<file path="src/rtl/alu_out_fifo_if.sv">
// ---------------------------------------------------------------------------
// alu_out_fifo_if
// Bundles the producer side (ALU results + flags), the consumer side (head
// entry + flags), and the status/control signals of the ALU output FIFO.
//   slave  : view taken by the FIFO itself
//   master : view taken by whatever drives the FIFO (datapath + consumer)
// Signals:
//   flush, sticky_clr                       control into the FIFO
//   in_valid/in_ready, result_in, *_in      producer handshake + payload
//   out_valid/out_ready, result_out, *_out  consumer handshake + head entry
//   count, sticky_cout, sticky_ovf, drop_err status out of the FIFO
// ---------------------------------------------------------------------------
interface alu_out_fifo_if #(
  parameter int WIDTH = 4,
  parameter int DEPTH = 4
);
  localparam int CW = $clog2(DEPTH + 1);

  logic             flush;
  logic             sticky_clr;

  logic             in_valid;
  logic             in_ready;
  logic [WIDTH-1:0] result_in;
  logic             cout_in;
  logic             negative_in;
  logic             zero_in;
  logic             overflow_in;

  logic             out_valid;
  logic             out_ready;
  logic [WIDTH-1:0] result_out;
  logic             cout_out;
  logic             negative_out;
  logic             zero_out;
  logic             overflow_out;

  logic [CW-1:0]    count;
  logic             sticky_cout;
  logic             sticky_ovf;
  logic             drop_err;

  modport slave (
    input  flush, sticky_clr,
    input  in_valid, result_in, cout_in, negative_in, zero_in, overflow_in,
    output in_ready,
    input  out_ready,
    output out_valid, result_out, cout_out, negative_out, zero_out, overflow_out,
    output count, sticky_cout, sticky_ovf, drop_err
  );

  modport master (
    output flush, sticky_clr,
    output in_valid, result_in, cout_in, negative_in, zero_in, overflow_in,
    input  in_ready,
    output out_ready,
    input  out_valid, result_out, cout_out, negative_out, zero_out, overflow_out,
    input  count, sticky_cout, sticky_ovf, drop_err
  );
endinterface

</file>
<file path="src/rtl/alu_out_fifo.sv">
// ---------------------------------------------------------------------------
// alu_out_fifo
// First-word-fall-through FIFO buffering ALU results together with their
// cout/negative/zero/overflow flags, with valid/ready on both sides.
// Also keeps sticky cout/overflow flags over accepted entries and flags
// inputs that arrive while the FIFO is full.
// Ports:
//   clk    in  clock; every register updates on the falling edge
//   reset  in  asynchronous, active-high
//   bus    slave view of alu_out_fifo_if (handshakes, payload, status)
// Parameters:
//   WIDTH  result width in bits
//   DEPTH  number of entries; power of two, >= 2
// ---------------------------------------------------------------------------
module alu_out_fifo #(
  parameter int WIDTH = 4,
  parameter int DEPTH = 4
) (
  input  logic              clk,
  input  logic              reset,
  alu_out_fifo_if.slave     bus
);

  localparam int AW = $clog2(DEPTH);
  localparam int CW = $clog2(DEPTH + 1);
  localparam int EW = WIDTH + 4;

  // Entry layout: {cout, negative, zero, overflow, result}
  localparam int COUT_B = WIDTH + 3;
  localparam int NEG_B  = WIDTH + 2;
  localparam int ZERO_B = WIDTH + 1;
  localparam int OVF_B  = WIDTH;

  // -------------------------------------------------------------------------
  // State
  // -------------------------------------------------------------------------
  logic [EW-1:0] mem_q [DEPTH];

  logic [AW-1:0] wr_ptr_q, wr_ptr_d;
  logic [AW-1:0] rd_ptr_q, rd_ptr_d;
  logic [CW-1:0] count_q,  count_d;
  logic          sticky_cout_q, sticky_cout_d;
  logic          sticky_ovf_q,  sticky_ovf_d;
  logic          drop_err_q,    drop_err_d;

  // -------------------------------------------------------------------------
  // Status and handshake qualification
  // -------------------------------------------------------------------------
  logic          full;
  logic          empty;
  logic          push;
  logic          pop;
  logic          wr_en;
  logic [EW-1:0] wr_entry;
  logic [EW-1:0] head_entry;

  assign full  = (count_q == CW'(DEPTH));
  assign empty = (count_q == '0);

  // in_ready depends only on registered occupancy, so a full FIFO stays
  // not-ready even when the consumer is popping on the same edge.
  assign push  = bus.in_valid && !full;
  assign pop   = bus.out_ready && !empty;

  // flush discards any simultaneous push, so it must also gate the write.
  assign wr_en = push && !bus.flush;

  assign wr_entry = {bus.cout_in, bus.negative_in, bus.zero_in,
                     bus.overflow_in, bus.result_in};

  // -------------------------------------------------------------------------
  // Storage: not reset; contents are only meaningful between the pointers.
  // -------------------------------------------------------------------------
  always_ff @(negedge clk) begin
    if (wr_en) begin
      mem_q[wr_ptr_q] <= wr_entry;
    end
  end

  // Head is read asynchronously so a freshly pushed entry is visible right
  // after the edge that wrote it (fall-through).
  assign head_entry = mem_q[rd_ptr_q];

  // -------------------------------------------------------------------------
  // Next-state logic
  // -------------------------------------------------------------------------
  always_comb begin
    wr_ptr_d      = wr_ptr_q;
    rd_ptr_d      = rd_ptr_q;
    count_d       = count_q;
    sticky_cout_d = sticky_cout_q;
    sticky_ovf_d  = sticky_ovf_q;
    drop_err_d    = 1'b0;

    if (bus.flush) begin
      wr_ptr_d      = '0;
      rd_ptr_d      = '0;
      count_d       = '0;
      sticky_cout_d = 1'b0;
      sticky_ovf_d  = 1'b0;
    end else begin
      // DEPTH is a power of two, so natural AW-bit rollover is the modulo wrap.
      if (push) begin
        wr_ptr_d = wr_ptr_q + AW'(1);
      end
      if (pop) begin
        rd_ptr_d = rd_ptr_q + AW'(1);
      end

      unique case ({push, pop})
        2'b10:   count_d = count_q + CW'(1);
        2'b01:   count_d = count_q - CW'(1);
        default: count_d = count_q;
      endcase

      // Clear happens before set so a push alongside sticky_clr leaves
      // exactly the pushed entry's flags.
      if (bus.sticky_clr) begin
        sticky_cout_d = 1'b0;
        sticky_ovf_d  = 1'b0;
      end
      if (push) begin
        sticky_cout_d = sticky_cout_d | bus.cout_in;
        sticky_ovf_d  = sticky_ovf_d  | bus.overflow_in;
      end

      drop_err_d = bus.in_valid && full;
    end
  end

  // -------------------------------------------------------------------------
  // Registers
  // -------------------------------------------------------------------------
  always_ff @(negedge clk or posedge reset) begin
    if (reset) begin
      wr_ptr_q      <= '0;
      rd_ptr_q      <= '0;
      count_q       <= '0;
      sticky_cout_q <= 1'b0;
      sticky_ovf_q  <= 1'b0;
      drop_err_q    <= 1'b0;
    end else begin
      wr_ptr_q      <= wr_ptr_d;
      rd_ptr_q      <= rd_ptr_d;
      count_q       <= count_d;
      sticky_cout_q <= sticky_cout_d;
      sticky_ovf_q  <= sticky_ovf_d;
      drop_err_q    <= drop_err_d;
    end
  end

  // -------------------------------------------------------------------------
  // Outputs; payload is forced to zero while empty so stale storage never
  // leaks to the consumer.
  // -------------------------------------------------------------------------
  assign bus.in_ready     = !full;
  assign bus.out_valid    = !empty;
  assign bus.result_out   = empty ? '0   : head_entry[WIDTH-1:0];
  assign bus.cout_out     = empty ? 1'b0 : head_entry[COUT_B];
  assign bus.negative_out = empty ? 1'b0 : head_entry[NEG_B];
  assign bus.zero_out     = empty ? 1'b0 : head_entry[ZERO_B];
  assign bus.overflow_out = empty ? 1'b0 : head_entry[OVF_B];
  assign bus.count        = count_q;
  assign bus.sticky_cout  = sticky_cout_q;
  assign bus.sticky_ovf   = sticky_ovf_q;
  assign bus.drop_err     = drop_err_q;

endmodule
</file>
<file path="src/flat_wrapper.sv">
// flat-port wrapper written by rule: the top's interface ports become plain ports
module alu_out_fifo_flat 
#(
  parameter int WIDTH = 4,
  parameter int DEPTH = 4
)
  (clk, reset, bus_flush, bus_sticky_clr, bus_in_valid, bus_result_in, bus_cout_in, bus_negative_in, bus_zero_in, bus_overflow_in, bus_in_ready, bus_out_ready, bus_out_valid, bus_result_out, bus_cout_out, bus_negative_out, bus_zero_out, bus_overflow_out, bus_count, bus_sticky_cout, bus_sticky_ovf, bus_drop_err);
  alu_out_fifo_if #(.WIDTH(WIDTH), .DEPTH(DEPTH)) bus_i ();
  input  logic clk;
  input  logic reset;
  input wire logic [$bits(bus_i.flush)-1:0] bus_flush;
  input wire logic [$bits(bus_i.sticky_clr)-1:0] bus_sticky_clr;
  input wire logic [$bits(bus_i.in_valid)-1:0] bus_in_valid;
  input wire logic [$bits(bus_i.result_in)-1:0] bus_result_in;
  input wire logic [$bits(bus_i.cout_in)-1:0] bus_cout_in;
  input wire logic [$bits(bus_i.negative_in)-1:0] bus_negative_in;
  input wire logic [$bits(bus_i.zero_in)-1:0] bus_zero_in;
  input wire logic [$bits(bus_i.overflow_in)-1:0] bus_overflow_in;
  output wire logic [$bits(bus_i.in_ready)-1:0] bus_in_ready;
  input wire logic [$bits(bus_i.out_ready)-1:0] bus_out_ready;
  output wire logic [$bits(bus_i.out_valid)-1:0] bus_out_valid;
  output wire logic [$bits(bus_i.result_out)-1:0] bus_result_out;
  output wire logic [$bits(bus_i.cout_out)-1:0] bus_cout_out;
  output wire logic [$bits(bus_i.negative_out)-1:0] bus_negative_out;
  output wire logic [$bits(bus_i.zero_out)-1:0] bus_zero_out;
  output wire logic [$bits(bus_i.overflow_out)-1:0] bus_overflow_out;
  output wire logic [$bits(bus_i.count)-1:0] bus_count;
  output wire logic [$bits(bus_i.sticky_cout)-1:0] bus_sticky_cout;
  output wire logic [$bits(bus_i.sticky_ovf)-1:0] bus_sticky_ovf;
  output wire logic [$bits(bus_i.drop_err)-1:0] bus_drop_err;
  assign bus_i.flush = bus_flush;
  assign bus_i.sticky_clr = bus_sticky_clr;
  assign bus_i.in_valid = bus_in_valid;
  assign bus_i.result_in = bus_result_in;
  assign bus_i.cout_in = bus_cout_in;
  assign bus_i.negative_in = bus_negative_in;
  assign bus_i.zero_in = bus_zero_in;
  assign bus_i.overflow_in = bus_overflow_in;
  assign bus_in_ready = bus_i.in_ready;
  assign bus_i.out_ready = bus_out_ready;
  assign bus_out_valid = bus_i.out_valid;
  assign bus_result_out = bus_i.result_out;
  assign bus_cout_out = bus_i.cout_out;
  assign bus_negative_out = bus_i.negative_out;
  assign bus_zero_out = bus_i.zero_out;
  assign bus_overflow_out = bus_i.overflow_out;
  assign bus_count = bus_i.count;
  assign bus_sticky_cout = bus_i.sticky_cout;
  assign bus_sticky_ovf = bus_i.sticky_ovf;
  assign bus_drop_err = bus_i.drop_err;
  alu_out_fifo #(.WIDTH(WIDTH), .DEPTH(DEPTH)) u_core (.clk(clk), .reset(reset), .bus(bus_i));
endmodule
</file>
<file path="config.mk">
export PLATFORM = sky130hd
export DESIGN_NAME = alu_out_fifo_flat
export DESIGN_NICKNAME = d
export VERILOG_FILES = /design/src/rtl/alu_out_fifo_if.sv /design/src/rtl/alu_out_fifo.sv /design/src/flat_wrapper.sv
export SDC_FILE = /design/constraint.sdc
export NUM_CORES = 1
export LEC_CHECK = 0
export CORE_MARGIN = 1.5
export CORE_UTILIZATION = 52
export DETAILED_ROUTE_END_ITERATION = 12
export PLACE_DENSITY = 0.78
export SYNTH_ARGS = -nofsm -noshare
export SYNTH_HDL_FRONTEND = slang
export SYNTH_SLANG_ARGS = --single-unit
</file>
<file path="constraint.sdc">
create_clock -name clk -period 2.85 [get_ports clk]
set_input_delay 0.57 -clock clk [delete_from_list [all_inputs] [get_ports clk]]
set_output_delay 0.57 -clock clk [all_outputs]
set_load 0.005 [all_outputs]
</file>
==> results.toml <==
[placed_design]
dp.cells = 212
gp_congestion = 0.762
pre_cts_ws_ns = -1.01
io_buffers = 29
placed_cell_area_um2 = 2340
dp_hpwl_um = 2540

[logic_synthesis]
synth_edf_count = 32
synth_cells = 127
synth-xor-area-share_pct = 1.86
synth.area.top_cells = "edfxtp_1 (51%), dfrtn_1 (13%), mux4_2 (9.6%), and2_1 (4.0%), ha_1 (2.7%)"
ys_seq_area_share_pct = 64.2
yosysMostFrequentCell = "edfxtp_1"
synthAdderAreaFrac_pct = 3.72
ys.flop_type = "edfxtp_1"
synthMuxAreaShare_pct = 9.56
syn_area_per_cell_um2 = 14.8
yosysUniqueCellTypes = 33
ys_async_sr_fraction_pct = 23.8
synth_compound_area_share_pct = 5.57
synth_nets = 146
synth_top_area_share_pct = 51.0
synth_area_leader_cell = "edfxtp_1"
ys_warn_count = 0
ys_ff_latch = 42
synth_common_cells = "edfxtp_1 (32), and2_1 (12), dfrtn_1 (10), mux4_2 (8), nor2_1 (8)"
synth_area_um2 = 1890
synthSimpleGateAreaFrac_pct = 11.2
synth_top_family_by_area = "simple AND/OR/NAND/NOR gates"

[sta]
timing.hold.ws_ns = 0.469
slew_headroom_pct = 68.1
hold_violations = 0
rsz0062_at_grt = "true"
setup_viol = 17
finClkSkew_ns = 0.110
drv_slew = 0
worst_slack_ns = -0.956
worst_pin_slew_ns = 0.478

[drt]
antenna_left = 0
routed_wl_um = 4740
vias = 1413
drtPass1Iterations = 4
dr.first_iter.drc_count = 57
routed_via_density = 5.23
drc_errors = 0
wire_per_inst_um = 17.5

[cts]
path_clk_slew_ns = 0.10
cts_root_buf = "clkbuf_4"
cts_max_level = 2
cts_made_buffers = 5
clock_path_buffers = 2
clk_latency_ns = 0.44
clock-sinks = 42
postCtsHoldBufs = 0
cts_tree = "done"

[critical_path]
criticalPathCategory = "reg -> out"
reg2reg_setup_slack_ns = 0.51
critPathCaptureType = "output port"
cp_max_fo = 3
required_ns = 2.28
start_kind = "flip-flop"
cp.arrival_ns = 3.24

[global_route]
grt_usage_pct = 25.2
grt_start_max_net_pins = 14
grt_pass1_wl_um = 7280
grt_pass1_vias = 1545
antenna_found_initial = 0
overflow = 0

[layout]
syn_to_final_growth_pct = 47.2
design_area_um2 = 2780
instances_no_fill = 270
nets = 242
diodes = 0
drive_gt1_share_pct = 42.0
fillCellCount = 196

[floorplan]
row_count = 21
coreArea_um2 = 3420
start_util_pct = 55.2
die_h_um = 63.2
dieArea_um2 = 4000
die_w_um = 63.2
io_pins = 30

[status]
violations = "negative setup slack"
status = "finished, violations left"

[worst_hold_path]
worstHoldPathType = "reg -> reg"

[power_and_ir_drop]
power.density_nw_per_um2 = 676
p_leak_nw = 1.24
ir_drop_v = 0.000382

[run]
maxCapViolations = 0
==> where the power goes <==
| group | switching (mW) | total, mW | internal (mW) |
|---|---|---|---|
| Clock | 0.342 | 0.553 | 0.212 |
| Combinational | 0.245 | 0.604 | 0.359 |
| Sequential | 0.0215 | 0.720 | 0.699 |
| Total | 0.608 | 1.88 | 1.27 |
==> placed cells by master (no fill, tap or decap), types with 2 or more instances in the layout <==
master	instances
a21oi_1	4
xor2_1	3
a31oi_1	2
buf_2	6
ha_1	4
and2_1	2
nand3_1	4
and2_2	2
clkbuf_4	5
mux4_2	8
a22o_1	2
nor2_1	7
buf_4	21
inv_1	36
edfxtp_1	32
and2_4	8
dfrtn_1	10
buf_6	26
nand2_1	4
clkdlybuf4s50_1	10
==> repair_timing <==
item | in CTS | in global routing
endpoints found under the setup margin | 53 | 19
pin swaps | 17 | 2
gates resized for setup | 109 | 6
buffers inserted | 19 | 2
==> final cells by class <==
class | instances | area, um2 | area share (%)
Clock inverter | 33 | 129 | 4.64
Multi-Input combinational cell | 71 | 678 | 24.4
Sequential cell | 42 | 1210 | 43.6
Clock buffer | 7 | 66.3 | 2.39
Tap cell | 46 | 57.6 | 2.07
Inverter | 6 | 25.0 | 0.901
Timing Repair Buffer | 65 | 609 | 21.9
==> stage by stage <==
stage	TNS, ns	power, mW	util (%)
6_report	-9.76	1.88	81.3
5_1_grt	-10.48	1.97	81.3
4_1_cts	-9.29	1.81	80.5
3_5_place_dp	-39.75	1.21	68.4
3_3_place_gp	-37.75	1.19	68.4
2_1_floorplan	-12.16	1.02	-
==> per-layer routing <==
layer / track usage, % / vias up / part of all wire (%)
met3: 6.07 / 11 / 4.6
met2: 46.4 / 59 / 56
met5: 0 / - / 0
met4: 11.4 / 0 / 2.8
met1: 27.3 / 684 / 36
li1: - / 659 / -
==> worst max-delay path, stage by stage (launching register included) <==
cell,delay (ns)
dfrtn_1,0.47
buf_6,0.14
buf_12,0.10
mux4_2,0.49
and2_4,0.16
buf_6,0.11
==> sequential cells by signal (all words and copies together), names as in the netlist <==
name / cells
u_core.wr_ptr_q: 2
u_core.mem_q: 32
u_core.rd_ptr_q: 2
u_core.bus.sticky_cout: 1
u_core.bus.count: 3
u_core.bus.sticky_ovf: 1
u_core.bus.drop_err: 1
==> kinds of logic (layout without fill, tap and decap cells) <==
family	count (synthesis)	after routing
AO/OA/AOI/OAI	16	16
XOR/XNOR	4	4
adder cells (fa/ha/maj)	5	5
buffers and inverters	14	111
flip-flops	42	42
multiplexers	8	8
AND/OR/NAND/NOR	38	38
==> worst paths after layout <==
| kind | start | end | cells after the start |
|---|---|---|---|
| max | u_core.rd_ptr_q[0]$_DFFE_NP0P_ | bus_zero_out | 5 |
| min | u_core.bus.sticky_cout$_DFF_NP0_ | u_core.bus.sticky_cout$_DFF_NP0_ | 1 |
| max reg2reg | u_core.bus.count[0]$_DFFE_NP0P_ | u_core.bus.count[1]$_DFFE_NP0P_ | 11 |
| min reg2reg | u_core.bus.sticky_cout$_DFF_NP0_ | u_core.bus.sticky_cout$_DFF_NP0_ | 1 |
| max in group asynchronous | reset | u_core.bus.count[2]$_DFFE_NP0P_ | 2 |
| min in group asynchronous | reset | u_core.bus.count[0]$_DFFE_NP0P_ | 2 |
Power figures use the tool's default switching activity.
